`config.mk`:
```
export PLATFORM = sky130hd
export DESIGN_NAME = rs_ff_bank
export DESIGN_NICKNAME = d
export VERILOG_FILES = /design/src/rtl/rs_ff_bank.sv
export SDC_FILE = /design/constraint.sdc
export NUM_CORES = 1
export LEC_CHECK = 0
export ABC_AREA = 1
export CORE_MARGIN = 2
export CORE_UTILIZATION = 35
export DETAILED_ROUTE_END_ITERATION = 10
export GPL_ROUTABILITY_DRIVEN = 1
export PLACE_DENSITY = 0.72
export SLEW_MARGIN = 20
export SYNTH_ARGS = -nofsm -noshare
export SYNTH_HDL_FRONTEND = slang
export SYNTH_SLANG_ARGS = --single-unit
export TNS_END_PERCENT = 20
```
`constraint.sdc`:
```
create_clock -name CLK -period 1.45 [get_ports CLK]
set_input_delay 0.2175 -clock CLK [delete_from_list [all_inputs] [get_ports CLK]]
set_output_delay 0.2175 -clock CLK [all_outputs]
set_load 0.05 [all_outputs]
```
`src/rtl/rs_ff_bank.sv`:
```
// rs_ff_bank -- bank of WIDTH edge-triggered RS flip-flops with a shared gate
// enable and a run-time policy for the S=R=1 condition, plus sticky error
// reporting and a saturating count of invalid-input cycles.
//
// Ports
//   CLK      rising-edge clock
//   RST_L    synchronous active-low reset, wins over every other input
//   E        gate enable (1 = update, 0 = hold)
//   S, R     per-bit set / reset, WIDTH bits each
//   MODE     S=R=1 policy: 00 hold, 01 reset, 10 set, 11 toggle
//   CLR_ERR  clears ERR / ERR_CNT (a coincident invalid cycle wins)
//   Q, Q_L   stored state and its complement
//   ERR      sticky invalid-cycle flag
//   ERR_CNT  saturating invalid-cycle counter

// Single flip-flop lane. The bank instantiates one per bit.
module rs_ff_bit #(
  parameter logic RST_VAL = 1'b0
) (
  input  logic       clk,
  input  logic       rst_l,
  input  logic       e,
  input  logic       s,
  input  logic       r,
  input  logic [1:0] mode,
  output logic       q
);

  logic q_nxt;

  always_comb begin
    q_nxt = q;
    if (e) begin
      unique case ({s, r})
        2'b10:   q_nxt = 1'b1;
        2'b01:   q_nxt = 1'b0;
        2'b11: begin
          unique case (mode)
            2'b00:   q_nxt = q;
            2'b01:   q_nxt = 1'b0;
            2'b10:   q_nxt = 1'b1;
            default: q_nxt = ~q;
          endcase
        end
        default: q_nxt = q;
      endcase
    end
  end

  always_ff @(posedge clk) begin
    if (!rst_l) q <= RST_VAL;
    else        q <= q_nxt;
  end

endmodule

module rs_ff_bank #(
  parameter int               WIDTH     = 8,
  parameter int               CNT_W     = 8,
  parameter logic [WIDTH-1:0] RESET_VAL = {WIDTH{1'b0}}
) (
  input  logic             CLK,
  input  logic             RST_L,
  input  logic             E,
  input  logic [WIDTH-1:0] S,
  input  logic [WIDTH-1:0] R,
  input  logic [1:0]       MODE,
  input  logic             CLR_ERR,
  output logic [WIDTH-1:0] Q,
  output logic [WIDTH-1:0] Q_L,
  output logic             ERR,
  output logic [CNT_W-1:0] ERR_CNT
);

  for (genvar i = 0; i < WIDTH; i++) begin : g_lane
    rs_ff_bit #(.RST_VAL(RESET_VAL[i])) u_bit (
      .clk  (CLK),
      .rst_l(RST_L),
      .e    (E),
      .s    (S[i]),
      .r    (R[i]),
      .mode (MODE),
      .q    (Q[i])
    );
  end

  // Derived from the Q register only, so the pair can never agree.
  assign Q_L = ~Q;

  // One event per cycle no matter how many bits collide, and independent of
  // MODE: even a well-defined policy still flags the conflicting request.
  logic invalid;
  assign invalid = E & (|(S & R));

  always_ff @(posedge CLK) begin
    if (!RST_L) begin
      ERR     <= 1'b0;
      ERR_CNT <= '0;
    end else if (invalid) begin
      ERR <= 1'b1;
      // A clear in the same cycle is overridden: this event becomes the first.
      if (CLR_ERR)             ERR_CNT <= CNT_W'(1);
      else if (ERR_CNT != '1)  ERR_CNT <= ERR_CNT + CNT_W'(1);
    end else if (CLR_ERR) begin
      ERR     <= 1'b0;
      ERR_CNT <= '0;
    end
  end

endmodule

```
==> impl_metrics.csv <==
group,metric,value,unit
logic_synthesis,synth_commonest_cells,"37 x nand2_1, 21 x inv_1, 19 x o21ai_0",
logic_synthesis,synth_area,0.00115,mm²
cells_and_area,num-fill-cells,250,
floorplanning,io_pins,47,
drt,viasPerCell,4.81,
logic_synthesis,yosysTopAreaCell,"dfxtp_1",
sta,setup_viol,0,
sta,timing.final.ws_setup,0.0808,ns
logic_synthesis,ys_seq_elements,17,
cells_and_area,fin_nets,271,
drt,drtIter0Drc,33,
logic_synthesis,ys_seq_area_frac,0.297,
logic_synthesis,ys.flop_type,"dfxtp_1",
sta,tightest_slew,0.294,ns
cells_and_area,areaGrowthSynthToFinish,84.7,%
clock_network,cts_buffers,3,
worst_setup_path,rr_startpoint,"ERR_CNT[1]",
cells_and_area,drive_gt1_frac,0.294,
sta,worst_clock_skew,0.00782,ns
worst_setup_path,worstPathArrival,1.58,ns
worst_setup_path,crit_type,"flip-flop to flip-flop",
sta,finalCriticalPeriod,1.37,ns
power,power,1.28,mW
placed_design,dp_hpwl,2.62,mm
run,cap_violations,0,
drt,drc_errors,0,
logic_synthesis,syn_inst,176,
global_route,grt_max_degree,14,
cells_and_area,layoutNonFillerInstCount,289,
worst_setup_path,worstSetupStartpoint,"ERR_CNT[1]",
worst_setup_path,cp_max_fo,5,
floorplanning,core,0.00308,mm²
sta,rsz0062_at_grt,"no",
logic_synthesis,synth_edf_count,0,
hold_path,min_path_type,"flip-flop to flip-flop",
global_route,grt.overflow.total,0,
clock_network,clockBufferDepth,2,
floorplanning,dieArea,0.00375,mm²
placed_design,io_buffer_count,46,
logic_synthesis,synth_warnings,0,
outcome,status,"finished, final reports clean",
drt,routed_wl,3.24,mm
floorplanning,dieWidth,61.3,µm
logic_synthesis,avgSynthCellArea,6.52,µm²
sta,fin_crit_sh,0.944,
sta,worst_slew_margin_rel,0.803,
sta,maxSlewViolCount,0,
placed_design,dp_slack,-0.195,ns
logic_synthesis,synthTopCellsByArea,"dfxtp_1 30%, nand2_1 12%, o21ai_0 8.3%",
power,ir_worst_vdd,0.000548,V
floorplanning,rows,20,
global_route,antenna_found_initial,0,
clock_network,root_buffer,"clkbuf_4",
logic_synthesis,synth_top_area_frac,0.297,
worst_setup_path,critPathLaunchType,"flip-flop",
hold_path,worstHoldStart,"ERR_CNT[6]",
logic_synthesis,synth.distinct_cells,20,
worst_setup_path,critPathCaptureType,"flip-flop",
floorplanning,die_h,61.3,µm
clock_network,cts_tree,"done",
sta,fmax,730,MHz
power,p_per_area,603,mW/mm²
drt,vias,1389,
cells_and_area,num_antenna_cells,0,
drt,antenna_left,0,
worst_setup_path,required,1.66,ns
drt,drt-wirelength-per-cell,11.2,µm
global_route,track_usage,0.188,
floorplanning,start_util,0.373,
logic_synthesis,async_flop_share,0,
sta,worst_hold_slack,0.502,ns
global_route,grt_pass1_wl,5.33,mm
power,p_leak,0.847,nW
logic_synthesis,yosysMostFrequentCell,"nand2_1",
placed_design,dpl.cell_count,283,
clock_network,clk_latency,0.29,ns
drt,first_pass_iters,4,
clock_network,cts.clk_slew.worst_paths,0.10,ns
sta,finalHoldViolCount,0,
logic_synthesis,syn-num-nets,201,
placed_design,place.gp.congestion,0.846,
clock_network,htreeDepth,1,
global_route,grt_pass1_vias,1268,
clock_network,clock-sinks,17,
==> cell usage in the layout, fill, tap and decap left out <==
master,count
clkbuf_4,3
nand3_1,11
a21oi_1,14
buf_4,29
nand3_4,1
clkbuf_1,1
a21oi_2,2
a21boi_1,1
clkdlybuf4s50_1,21
o211ai_1,8
nand2_1,36
nand2_2,2
o21bai_1,1
o2111ai_1,1
ha_2,1
ha_1,2
dfxtp_4,2
nor2_1,17
buf_12,25
nand3b_1,8
dfxtp_1,12
dfxtp_2,3
o21ai_0,19
inv_1,21
nand3_2,1
nor2_2,3
==> area by class of cell <==
| cell class | count | area, µm² | share of cell area |
|---|---|---|---|
| clock buffer | 4 | 26.3 | 0.0124 |
| inverter | 21 | 78.8 | 0.0372 |
| timing repair buffer | 75 | 928 | 0.438 |
| multi-input combinational | 128 | 679 | 0.321 |
| sequential | 17 | 352 | 0.166 |
| tap | 44 | 55.1 | 0.0260 |
==> logic make-up after synthesis <==
kind of cell	Yosys count	synth area share
DFF	17	0.297
and+or+nand+nor	78	0.312
adders and majority gates	3	0.0327
buffers and inverters	32	0.133
AOI/OAI and AO/OA	46	0.226
==> power by group <==
group	switching (mW)	total, mW	internal, mW	leakage (nW)
Clock	0.144	0.251	0.107	0.0150
Sequential	0.0257	0.510	0.484	0.142
Combinational	0.254	0.517	0.263	0.691
==> worst max-delay path, cell delays in order (launching register included) <==
cell and delay [ns]:
dfxtp_4 0.38, ha_2 0.17, nand2_1 0.10, nor2_2 0.17, nand2_2 0.11, nand3_4 0.12, nand3_1 0.09, a21oi_2 0.16
==> per-stage QoR <==
| stage | TNS (ns) | utilization | cell area (µm²) |
|---|---|---|---|
| 2_1_floorplan | 0 | - | 1160 |
| 3_3_place_gp | -1.80 | 0.670 | 2060 |
| 3_5_place_dp | -2.40 | 0.670 | 2060 |
| 4_1_cts | 0 | 0.678 | 2090 |
| 5_1_grt | 0 | 0.689 | 2120 |
| 6_report | 0 | 0.689 | 2120 |
==> final timing paths <==
kind,end,cells past startpoint,slack (ns)
worst max register to register,ERR_CNT[5],7,0.08
worst min register to register,ERR_CNT[6],2,0.50
worst min-delay path,ERR_CNT[6],2,0.50
worst max-delay path,ERR_CNT[5],7,0.08
==> state kept, by name, indices dropped and copies added, names as in the netlist <==
name	cells
ERR_CNT	8
ERR	1
g_lane.u_bit.q	8
==> repair_timing <==
action	4_1_cts	5_1_grt
hold buffers	0	0
buffers inserted	0	1
endpoints found under the setup margin	0	6
hold endpoints to repair	0	0
gates resized for setup	0	5
==> per-layer routing <==
layer / wire [µm] / share of wire / track usage
met1: 1500 / 0.46 / 0.242
met2: 1570 / 0.48 / 0.318
met3: 135 / 0.042 / 0.0420
met4: 46 / 0.014 / 0.0466
met5: 0 / 0 / 0
Note: power is estimated with default switching activity, not from simulation.
